<file path="config.mk">
export PLATFORM = sky130hd
export DESIGN_NAME = assign_sequencer
export DESIGN_NICKNAME = d
export VERILOG_FILES = /design/src/rtl/sat_pkg.sv /design/src/rtl/trail_stack.sv /design/src/rtl/assign_sequencer.sv
export SDC_FILE = /design/constraint.sdc
export NUM_CORES = 1
export LEC_CHECK = 0
export ABC_AREA = 1
export CAP_MARGIN = 20
export CORE_ASPECT_RATIO = 1.1
export CORE_UTILIZATION = 40
export CTS_CLUSTER_DIAMETER = 150
export CTS_CLUSTER_SIZE = 40
export DETAILED_ROUTE_END_ITERATION = 12
export PLACE_DENSITY_LB_ADDON = 0.1
export SLEW_MARGIN = 40
export SYNTH_ARGS = -nofsm -noshare
export SYNTH_HDL_FRONTEND = slang
export SYNTH_SLANG_ARGS = --single-unit
</file>
<file path="constraint.sdc">
create_clock -name clk -period 2.4 [get_ports clk]
set_input_delay 0.24 -clock clk [delete_from_list [all_inputs] [get_ports clk]]
set_output_delay 0.24 -clock clk [all_outputs]
set_load 0.01 [all_outputs]
</file>
<file path="src/rtl/sat_pkg.sv">
// Shared constants for the SAT assignment sequencer: FSM encoding, LFSR setup,
// release timeout and small helper types.
package sat_pkg;

  typedef logic [3:0] state_t;

  localparam state_t StIdle    = 4'd0;
  localparam state_t StInit    = 4'd1;
  localparam state_t StPick    = 4'd2;
  localparam state_t StAssign  = 4'd3;
  localparam state_t StEval    = 4'd4;
  localparam state_t StCheck   = 4'd5;
  localparam state_t StFlip    = 4'd6;
  localparam state_t StRelease = 4'd7;
  localparam state_t StDone    = 4'd8;

  // Right-shifting Fibonacci LFSR; taps 16,14,13,11 sit at bit positions 0,2,3,5.
  localparam logic [15:0] LfsrSeed = 16'hACE1;
  localparam logic [15:0] LfsrTaps = 16'h002D;

  localparam int unsigned ReleaseTimeout = 256;
  localparam int unsigned TimerW         = $clog2(ReleaseTimeout);

  typedef struct packed {
    logic busy;
    logic sat;
    logic unsat;
  } status_t;

  function automatic logic [15:0] lfsr_step(input logic [15:0] s);
    logic fb;
    fb = ^(s & LfsrTaps);
    return {fb, s[15:1]};
  endfunction

endpackage

</file>
<file path="src/rtl/trail_stack.sv">
// Decision trail: a LIFO of {variable index, flipped} entries with a stack
// pointer that may equal Depth when every variable has been decided.
module trail_stack #(
  parameter int unsigned Depth = 16,
  parameter int unsigned IdxW  = 4
) (
  input  logic            clk_i,
  input  logic            rst_ni,
  input  logic            clear_i,
  input  logic            push_i,
  input  logic [IdxW-1:0] push_idx_i,
  input  logic            pop_i,
  input  logic            set_flip_i,
  output logic [IdxW-1:0] top_idx_o,
  output logic            top_flipped_o,
  output logic [IdxW:0]   sp_o
);

  logic [IdxW-1:0] idx_q  [Depth];
  logic            flip_q [Depth];
  logic [IdxW:0]   sp_q, sp_d;
  logic [IdxW-1:0] top_ptr;
  logic            full, empty;

  assign full    = (sp_q == (IdxW+1)'(Depth));
  assign empty   = (sp_q == '0);
  assign top_ptr = sp_q[IdxW-1:0] - IdxW'(1);

  always_comb begin
    sp_d = sp_q;
    if (clear_i) begin
      sp_d = '0;
    end else if (push_i && !full) begin
      sp_d = sp_q + (IdxW+1)'(1);
    end else if (pop_i && !empty) begin
      sp_d = sp_q - (IdxW+1)'(1);
    end
  end

  always_ff @(posedge clk_i) begin
    if (!rst_ni) begin
      sp_q <= '0;
    end else begin
      sp_q <= sp_d;
    end
  end

  // Entries above sp are never read, so storage needs no reset.
  always_ff @(posedge clk_i) begin
    if (push_i && !full && !clear_i) begin
      idx_q[sp_q[IdxW-1:0]]  <= push_idx_i;
      flip_q[sp_q[IdxW-1:0]] <= 1'b0;
    end else if (set_flip_i && !empty) begin
      flip_q[top_ptr] <= 1'b1;
    end
  end

  assign top_idx_o     = idx_q[top_ptr];
  assign top_flipped_o = flip_q[top_ptr];
  assign sp_o          = sp_q;

endmodule

</file>
<file path="src/rtl/assign_sequencer.sv">
// Chronological-backtracking decision sequencer: picks the lowest unassigned
// variable, evaluates, flips on conflict and unwinds the trail until SAT/UNSAT.
module assign_sequencer
  import sat_pkg::*;
#(
  parameter int unsigned NVAR = 16,
  parameter int unsigned IDXW = $clog2(NVAR)
) (
  input  logic            clk,
  input  logic            rst_n,
  input  logic            start,
  input  logic [NVAR-1:0] vout_p,
  input  logic [NVAR-1:0] vout_n,
  input  logic [NVAR-1:0] back,
  input  logic            eval_done,
  input  logic            conflict,
  output logic            reset_fire,
  output logic [NVAR-1:0] assign_fire,
  output logic [NVAR-1:0] complement_fire,
  output logic            evaluate_fire,
  output logic            random_digit,
  output logic            busy,
  output logic            sat,
  output logic            unsat
);

  state_t            state_q, state_d;
  logic [15:0]       lfsr_q;
  logic [IDXW-1:0]   cur_idx_q, cur_idx_d;
  logic [IDXW-1:0]   rel_idx_q, rel_idx_d;
  logic              conflict_q, conflict_d;
  logic [TimerW-1:0] timer_q, timer_d;
  status_t           status_q, status_d;

  logic              reset_fire_q, reset_fire_d;
  logic              evaluate_fire_q, evaluate_fire_d;
  logic              random_digit_q, random_digit_d;
  logic [NVAR-1:0]   assign_fire_q, assign_fire_d;
  logic [NVAR-1:0]   complement_fire_q, complement_fire_d;

  logic              pick_found;
  logic [IDXW-1:0]   pick_idx;
  logic              push, pop, set_flip, clear;
  logic [IDXW-1:0]   top_idx;
  logic              top_flipped;
  logic [IDXW:0]     sp;
  logic              sp_empty;

  assign sp_empty = (sp == '0);

  trail_stack #(
    .Depth (NVAR),
    .IdxW  (IDXW)
  ) u_trail (
    .clk_i         (clk),
    .rst_ni        (rst_n),
    .clear_i       (clear),
    .push_i        (push),
    .push_idx_i    (cur_idx_q),
    .pop_i         (pop),
    .set_flip_i    (set_flip),
    .top_idx_o     (top_idx),
    .top_flipped_o (top_flipped),
    .sp_o          (sp)
  );

  // Lowest-index unassigned variable wins.
  always_comb begin
    pick_found = 1'b0;
    pick_idx   = '0;
    for (int k = int'(NVAR) - 1; k >= 0; k--) begin
      if (!(vout_p[k] | vout_n[k])) begin
        pick_found = 1'b1;
        pick_idx   = IDXW'(k);
      end
    end
  end

  always_comb begin
    state_d    = state_q;
    cur_idx_d  = cur_idx_q;
    rel_idx_d  = rel_idx_q;
    conflict_d = conflict_q;
    timer_d    = timer_q;
    status_d   = status_q;
    push       = 1'b0;
    pop        = 1'b0;
    set_flip   = 1'b0;
    clear      = 1'b0;

    unique case (state_q)
      StIdle, StDone: begin
        if (start) begin
          state_d        = StInit;
          status_d.busy  = 1'b1;
          status_d.sat   = 1'b0;
          status_d.unsat = 1'b0;
        end
      end
      StInit: begin
        clear   = 1'b1;
        state_d = StPick;
      end
      StPick: begin
        if (pick_found) begin
          cur_idx_d = pick_idx;
          state_d   = StAssign;
        end else begin
          state_d       = StDone;
          status_d.busy = 1'b0;
          status_d.sat  = 1'b1;
        end
      end
      StAssign: begin
        push    = 1'b1;
        state_d = StEval;
      end
      StEval: begin
        if (eval_done) begin
          conflict_d = conflict;
          state_d    = StCheck;
        end
      end
      StCheck: begin
        if (!conflict_q) begin
          state_d = StPick;
        end else if (sp_empty) begin
          state_d        = StDone;
          status_d.busy  = 1'b0;
          status_d.unsat = 1'b1;
        end else if (!top_flipped) begin
          state_d = StFlip;
        end else begin
          // Pop on the way in so the wait below already sees the shorter trail.
          pop       = 1'b1;
          rel_idx_d = top_idx;
          timer_d   = '0;
          state_d   = StRelease;
        end
      end
      StFlip: begin
        set_flip = 1'b1;
        state_d  = StEval;
      end
      StRelease: begin
        if (back[rel_idx_q]) begin
          if (sp_empty) begin
            state_d        = StDone;
            status_d.busy  = 1'b0;
            status_d.unsat = 1'b1;
          end else begin
            conflict_d = 1'b1;
            state_d    = StCheck;
          end
        end else if (timer_q == TimerW'(ReleaseTimeout - 1)) begin
          state_d        = StDone;
          status_d.busy  = 1'b0;
          status_d.unsat = 1'b1;
        end else begin
          timer_d = timer_q + TimerW'(1);
        end
      end
      default: begin
        state_d = StIdle;
      end
    endcase
  end

  // Fire outputs are registered off the next state so each lands in the
  // single cycle its state is occupied (evaluate only on EVAL entry).
  always_comb begin
    reset_fire_d      = (state_d == StInit);
    assign_fire_d     = (state_d == StAssign) ? (NVAR'(1) << cur_idx_d) : '0;
    complement_fire_d = (state_d == StFlip) ? (NVAR'(1) << top_idx) : '0;
    evaluate_fire_d   = (state_d == StEval) && (state_q != StEval);
    random_digit_d    = (state_d == StAssign) ? lfsr_q[0] : random_digit_q;
  end

  always_ff @(posedge clk) begin
    if (!rst_n) begin
      state_q           <= StIdle;
      lfsr_q            <= LfsrSeed;
      cur_idx_q         <= '0;
      rel_idx_q         <= '0;
      conflict_q        <= 1'b0;
      timer_q           <= '0;
      status_q          <= '0;
      reset_fire_q      <= 1'b0;
      evaluate_fire_q   <= 1'b0;
      random_digit_q    <= 1'b0;
      assign_fire_q     <= '0;
      complement_fire_q <= '0;
    end else begin
      state_q           <= state_d;
      lfsr_q            <= lfsr_step(lfsr_q);
      cur_idx_q         <= cur_idx_d;
      rel_idx_q         <= rel_idx_d;
      conflict_q        <= conflict_d;
      timer_q           <= timer_d;
      status_q          <= status_d;
      reset_fire_q      <= reset_fire_d;
      evaluate_fire_q   <= evaluate_fire_d;
      random_digit_q    <= random_digit_d;
      assign_fire_q     <= assign_fire_d;
      complement_fire_q <= complement_fire_d;
    end
  end

  assign reset_fire      = reset_fire_q;
  assign assign_fire     = assign_fire_q;
  assign complement_fire = complement_fire_q;
  assign evaluate_fire   = evaluate_fire_q;
  assign random_digit    = random_digit_q;
  assign busy            = status_q.busy;
  assign sat             = status_q.sat;
  assign unsat           = status_q.unsat;

endmodule

</file>
==> run summary, run 1 <==
After clock tree synthesis, the clock-pin slew on the worst setup and hold paths is 60 ps. At the end of routability-driven placement, the weighted congestion stood at 0.8867. Relative to the synthesized area, the layout overhead comes to 29.28%. Summed over all layers, the global routing overflow is 0.

The total standard cell area after synthesis is 6905 um^2, and the initial antenna violation count is 0. Maximum clock frequency: 445.2 MHz. Source of the critical timing path: u_trail.sp_o[0]$_SDFFE_PP0P_. The synthesized-area fraction occupied by ao, oa, aoi and oai cells came out at 0.1113. The share of the synthesized area in the top cell type was 0.3479. In this run the most critical hold path is launched from lfsr_q[8]$_SDFF_PN0_. The share of the cycle needed by the critical path after routing was 0.9358; the share of synthesized area spent on multiplexers was 0. The total of endpoints with negative setup slack in the final report was 0; the TritonCTS buffer count was 17.

Wire length of the first global-routing pass: 26480 um. Entering global routing, the biggest net connects 47 pins. Using the TritonRoute via totals, the vias-per-cell ratio works out to 4.883. During I/O placement, the number of pins put on the boundary was 91. Wires add up to 16170 um. The number of port buffers was 90. Across the VDD grid, the largest voltage drop is 530.1 uV.

On the worst path, the slowest cell contributes a delay of 350 ps. The run gives 0 as the number of endpoints with negative hold slack in the final report. The run finished with clean final reports. The top cell types in the final layout, fill and taps aside, are 144 x nor2_1, 106 x nand2_1, 90 x clkdlybuf4s50_1. The initial core utilization came out at 0.4073.

Worst min-delay path category: flip-flop to flip-flop. The proportion of synthesized chip area in sequential cells was 0.5798; the summed negative setup slack over all endpoints was 0 ps. The tools report the cts-stage hold buffer count as 0. The tool flagged a number of max-cap violations equal to 0. CTS built an H-tree with a depth of 4.

The number of cell rows came out at 50. The signal on the critical path passes through inv_4 > ha_4 > clkinvlp_4 > buf_12 > o21ai_0 > o22ai_1 > o211ai_1 > buf_4 > nand2_2 > nor2_1 > nand2_1 > nor2_1. The critical path is of the flip-flop to flip-flop type. The logs give 0.1924 for the overall track demand over capacity in global routing and 1111 for the number of standard cells in the layout, taps in and fillers out.

Cell area after placement: 8255 um^2. The run gives 5368 as the via count of the first global-routing pass. Yosys printed 0 warnings. The run gives 4 as the first-pass iteration count of the detailed router.

Once placement completed, the tool counted placed cells totaling 1075. The startpoint identified for the worst register-to-register timing path is u_trail.sp_o[0]$_SDFFE_PP0P_. The run gives 927 as the post-layout net count.

After synthesis, the largest family of logic cells by area is simple AND/OR/NAND/NOR gates. The worst max-slew margin expressed relative to the limit was 0.6701. On the critical path, the stage with the largest delay is an instance of dfxtp_2. The logs give 0.008408 W for the overall power of the completed layout and 2 for the maximum number of buffers from clock root to sink. The areal power density over the cells is 941.8 nW/um^2, and the xor and xnor area share after synthesis is 0.01377. The clock period could shrink to 2246 ps. The logs give 160 for the number of clock sinks and 17790 um^2 for the area of the die. The x dimension of the die was 127.3 um. STA classifies the critical path endpoint as a flip-flop.

Summed over all cells, the static leakage comes to 3.369 nW. DRC violations left: 0. The post-synthesis share of cell area spent on and, or, nand and nor gates is 0.2211, and the half-perimeter wire length after placement is 11940 um.

The post-synthesis share of cell area spent on full adders, half adders and majority gates is 0.01921. For the placeable core region, the log shows 16950 um^2. In this run the clock root is driven by a clkbuf_16. Dividing the detail-routed wire length by the instance count gives 14.55 um. edfxtp_1 takes more of the synthesized area than any other cell.

At the pin with the least slew margin, the transition time is 494.9 ps. TritonCTS built the clock tree. STA classifies the critical path startpoint as a flip-flop.

The layout cell share with drive strength beyond 1 is 0.1562, and the required time at the worst-slack endpoint is 2760 ps. The critical-path maximum fanout is 16, and the number of design-rule violations left by the first detailed-router iteration is 293. Hold timing on the final database bottoms out at a slack of 415.3 ps. The number of nets in the synthesized netlist is 804.

Summing over every cut layer, the via total after detailed routing is 5425. After synthesis, the mean cell area works out to 9.319 um^2. Among the stages of the critical path, the cell type that occurs most often is nor2_1. The count of different cell masters after synthesis came out at 46. Measured along the y axis, the die boundary spans 139.8 um. Number of flip-flops and latches in the synthesized netlist: 160. After routing the design area is 8927 um^2. Number of cells produced by synthesis: 741.

The worst-case clock skew came out at 8.629 ps. Ranked by total cell area, the synthesized netlist is headed by edfxtp_1 35%, dfxtp_1 23%, nor2_1 8.1%, nand2_1 6.0%, o21ai_0 4.1%. The tools report the number of pins with negative max-slew slack in the final report as 0. The repair_antennas step left the layout with diodes totalling 0. Leaving out fill and tap cells, the most frequent cell in the layout is nor2_1.

At the later pin of the worst-skew pair, clock insertion delay measures 430 ps. Setup repair after global routing left no endpoint under its margin. At the worst endpoint, the arrival time is 2600 ps. The post-route antenna net violation count is 0.
[critical path, delay by kind of cell, from the launching register on]
| family | cells | cell delay, ps |
|---|---|---|
| buf+inv | 4 | 620 |
| simple gates | 4 | 470 |
| compound gates | 3 | 440 |
| flops | 1 | 350 |
| fa+ha+maj | 1 | 280 |
[flip-flops by register name (all words and copies together), names as in the netlist, 5 cells and up]
register and cells:
complement_fire 16, u_trail.flip_q 16, timer_q 8, u_trail.idx_q 64, lfsr_q 16, assign_fire 16
u_trail.sp_o 5
[power by group]
group	switching, W	internal, W	leakage [nW]
combinational	0.00171	0.000987	1.72
sequential	0.0000742	0.00307	1.38
clock	0.00113	0.00144	0.270
total	0.00291	0.00550	3.37
[cell usage after synthesis, drive strengths merged]
cell,instances
nor2,155
nand2,112
dfxtp,80
edfxtp,80
inv,71
o21ai,61
nand3,38
a21oi,28
or2,14
buf,13
o211ai,12
nor3,10
ha,9
o221ai,8
o22ai,8
clkbuf,7
nand4,7
xor2,7
a211oi,4
xnor2,3
a22oi,2
a31oi,2
a41oi,2
nor3b,2
a311oi,1
and3b,1
fa,1
nand3b,1
o21a,1
o21bai,1
[timing repair]
action	in CTS	in global routing
setup buffers	0	5
setup endpoints to repair	0	19
resized for setup	0	22
[cells by family (layout without fill, tap and decap cells)]
family | count (synthesis) | after routing
compound gates | 130 | 130
xor+xnor | 10 | 10
fa+ha+maj | 10 | 10
buf+inv | 91 | 227
flops | 160 | 160
simple gates | 340 | 340
[routing by layer]
metal	vias up	part of all wire	global-route usage
met5	-	0	0
met4	0	0.021	0.07769
met3	23	0.048	0.04037
met2	145	0.48	0.3190
met1	2514	0.45	0.2438
li1	2743	-	-
[final timing paths]
check / end / slack [ps] / cells after the start
max: complement_fire[12]$_SDFF_PN0_ / 150 / 12
min: lfsr_q[7]$_SDFF_PN1_ / 420 / 1
max reg2reg: complement_fire[12]$_SDFF_PN0_ / 150 / 12
min reg2reg: lfsr_q[7]$_SDFF_PN1_ / 420 / 1
[metrics by stage]
| stage | setup WS, ps | utilization |
|---|---|---|
| 4_1_cts | 76.01 | 0.5199 |
| 6_report | 154.0 | 0.5266 |
| 2_1_floorplan | 4.907 | - |
| 3_3_place_gp | 96.03 | 0.4869 |
| 3_5_place_dp | 58.89 | 0.4869 |
| 5_1_grt | 11.42 | 0.5266 |
[layout make-up]
class                   count  area (um^2)
inverters                  71        272.8
multi-input cells         490         2619
fillers                  1598         8026
flip-flops and latches    160         4008
well taps                 234        292.8
clock inverters            14        130.1
clock buffers              18        429.2
repair buffers            124         1176
Power figures use the tool's default switching activity.
==> inputs of run 2 (changes only) <==
Settings changed: CTS_BUF_LIST set to sky130_fd_sc_hd__clkbuf_8.
==> run summary, run 2 (same netlist as run 1, synthesis figures left out) <==
The flow ran to the end, and the final reports show no timing, DRC or antenna violations. The cell internal power dissipation was 0.004881 W (-11%). The most frequent standard cell in the layout excluding fill and tap cells was nor2_1. By instance count, the cell type seen most on the critical path is nor2_4.

For this design, the slowest cell found on the critical path is dfxtp_1. TritonCTS built the clock tree. The run gives 443.9 MHz (-0.29%) as the maximum clock frequency.

The standby leakage power came out at 3.282 nW (-2.6%). The worst setup path is of the flip-flop to flip-flop kind. The post-route antenna net violation count was 0 (unchanged). The signal on the critical path passes through inv_1 > buf_4 > nor2_4 > inv_2 > nor2_4 > inv_2 > nor3_2 > nand3b_1 > and3b_1 > nor2_4 > nand4_4 > nor2_1.

The number of endpoints with negative hold slack in the final report is 0 (unchanged). The worst stage delay on the critical path came out at 400 ps (+50 ps). The required time at the worst-slack endpoint is 2800 ps (+40 ps).

The number of port buffers works out to 90 (unchanged). The tightest min-delay check is of the flip-flop to flip-flop type. For the number of cell rows, the log shows 50 (unchanged). The detail-routed via count per cell was 4.867 (-0.33%); the net switching share of the total power was 0.3682 (+0.02236).

The areal power density over the cells was 885.0 nW/um^2 (-6.0%). The cell depth of the worst flop-to-flop path came out at 12 (unchanged). The tools report the total of endpoints with negative setup slack in the final report as 0 (unchanged). The half-perimeter wire length after placement is 11940 um (unchanged), and the maximum number of buffers from clock root to sink is 2 (unchanged).

The first-pass iteration count of the detailed router is 6 (+2), and the total stage count of the critical path is 12 (unchanged). The flip-flop count of the largest register, all copies and words added came out at 64 (unchanged). The tools report the cts-stage hold buffer count as 0 (unchanged). The kind of cell with the highest combined delay along the critical path is simple AND/OR/NAND/NOR gates. The share of the cycle needed by the critical path after routing was 0.9385 (+0.002711); the worst-case clock skew was 11.84 ps (+3.212 ps). The average wire length per cell after detail routing was 14.64 um (+0.61%); the area of the multi-input gates was 2619 um^2 (unchanged). The number of maximum-capacitance violations is 0 (unchanged), and the summed negative setup slack over all endpoints is 0 ps (unchanged).

The core occupancy in the finished layout is 0.5148 (-0.01173). The wire length of the first global-routing pass was 26510 um (+0.13%). For the peak ir drop on the vdd network, the log shows 405.6 uV (-23%). The worst path buffer plus inverter count is 4 (unchanged), and the initial core utilization is 0.4073 (unchanged).

The area growth from synthesis to layout is 26.40%. The tools report the kind of start point of the critical path as a flip-flop. The number of pins with negative max-slew slack in the final report came out at 0 (unchanged). The cell depth of the worst min-delay path was 1 (unchanged); the vertical die dimension was 139.8 um (unchanged).

The TritonCTS buffer count is 17 (unchanged). The sequential power share was 0.407 (+0.033). Critical path capture point type: a flip-flop. The routed wire length was 16250 um (+0.52%).

The power dissipated by switching net loads is 0.002844 W (-2.2%), and the sequential cell area is 4008 um^2 (unchanged). The run gives 0.8867 (unchanged) as the final weighted congestion of routability-driven global placement. The pin count of the biggest net entering global routing was 47 (unchanged). The worst-skew pair later-pin latency was 470 ps (+40 ps); the clock period minus final worst setup slack was 2253 ps (+6.506 ps). The placeable core region was 16950 um^2 (unchanged). The area of the die is 17790 um^2 (unchanged), and the overall track demand over capacity in global routing is 0.1931 (+0.0007623).

The tools report the via count of the first global-routing pass as 5376 (+0.15%). For the power share of the clock group, the log shows 0.244 (-0.061). Setup repair after global routing left no endpoint under its margin. The count of inserted antenna diode cells was 0 (unchanged); the clock transition time at the flip-flop clock pins of the worst setup and hold paths was 90 ps (+30 ps). The root buffer selected by CTS was clkbuf_8. The logs give 2650 ps (+50 ps) for the worst path arrival time and 91 (unchanged) for the number of top-level pins. In the layout the commonest cells are 144 x nor2_1, 106 x nand2_1, 90 x clkdlybuf4s50_1. The critical-path maximum fanout is 8 (-8).

The x dimension of the die is 127.3 um (unchanged), and the post-layout net count is 926 (-0.11%). The logs give 160 (unchanged) for the number of clock sinks and 0 (unchanged) for the final global-route overflow total. The number of H-tree branching levels was 4 (unchanged); the part of the total power dissipated in combinational logic was 0.350 (+0.029).

The worst hold-check slack came out at 421.2 ps (+5.883 ps). The layout cell share with drive strength beyond 1 works out to 0.1553 (-0.0009632). Initial antenna violation count: 0 (unchanged). The number of design-rule violations left by the first detailed-router iteration came out at 293 (unchanged). The logs give 1632 (+2.1%) for the total of fill cells in the finished design and 5402 (-0.42%) for the overall via count from detail_route. The slew at the pin closest to its max-slew limit was 492.6 ps (-2.309 ps); the DRC violations left was 0 (unchanged).

The worst max-slew margin expressed relative to the limit is 0.6716 (+0.001540).
## run 2: path summary, 6_finish.rpt
kind	from	end	slack (ps)
max	state_q[0]$_SDFF_PN0_	complement_fire[6]$_SDFF_PP0_	150
min	lfsr_q[8]$_SDFF_PN0_	lfsr_q[7]$_SDFF_PN1_	420
max reg2reg	state_q[0]$_SDFF_PN0_	complement_fire[6]$_SDFF_PP0_	150
min reg2reg	lfsr_q[8]$_SDFF_PN0_	lfsr_q[7]$_SDFF_PN1_	420
## run 2: metal layers
| metal | global-route usage | part of all wire |
|---|---|---|
| met1 | 0.2411 | 0.45 |
| met2 | 0.3164 | 0.48 |
| met3 | 0.05344 | 0.047 |
| met4 | 0.07456 | 0.017 |
| met5 | 0 | 0 |
## run 2: what timing repair did
| action | CTS | global route |
|---|---|---|
| setup buffers | 0 | 4 |
| gates resized for setup | 0 | 22 |
| hold endpoints to repair | 0 | 0 |
| setup endpoints to repair | 0 | 20 |
## run 2: through the flow
stage / setup slack [ps] / power, W / cell area (um^2) / instances
5_1_grt: 10.70 / 0.008180 / 8728 / 1110
2_1_floorplan: 4.907 / 0.004795 / 6937 / 741
3_3_place_gp: 96.03 / 0.005684 / 8255 / 1075
3_5_place_dp: 58.89 / 0.005715 / 8255 / 1075
6_report: 147.5 / 0.007725 / 8728 / 1110
4_1_cts: 91.61 / 0.007592 / 8623 / 1107
## run 2: power by group through the flow
stage               logic (W)  registers [W]  clock network, W
floorplan             0.00153        0.00327                 0
global placement      0.00248        0.00320                 0
detailed placement    0.00251        0.00320                 0
CTS                   0.00253        0.00314           0.00192
global route          0.00299        0.00316           0.00203
finish                0.00270        0.00314           0.00188
## run 2: cell type report
type                    count  share of cell area
clock buffers              17             0.02681
clock inverters            15             0.01534
inverters                  71             0.03125
multi-input cells         490              0.3000
flip-flops and latches    160              0.4591
well taps                 234             0.03354
repair buffers            123              0.1339
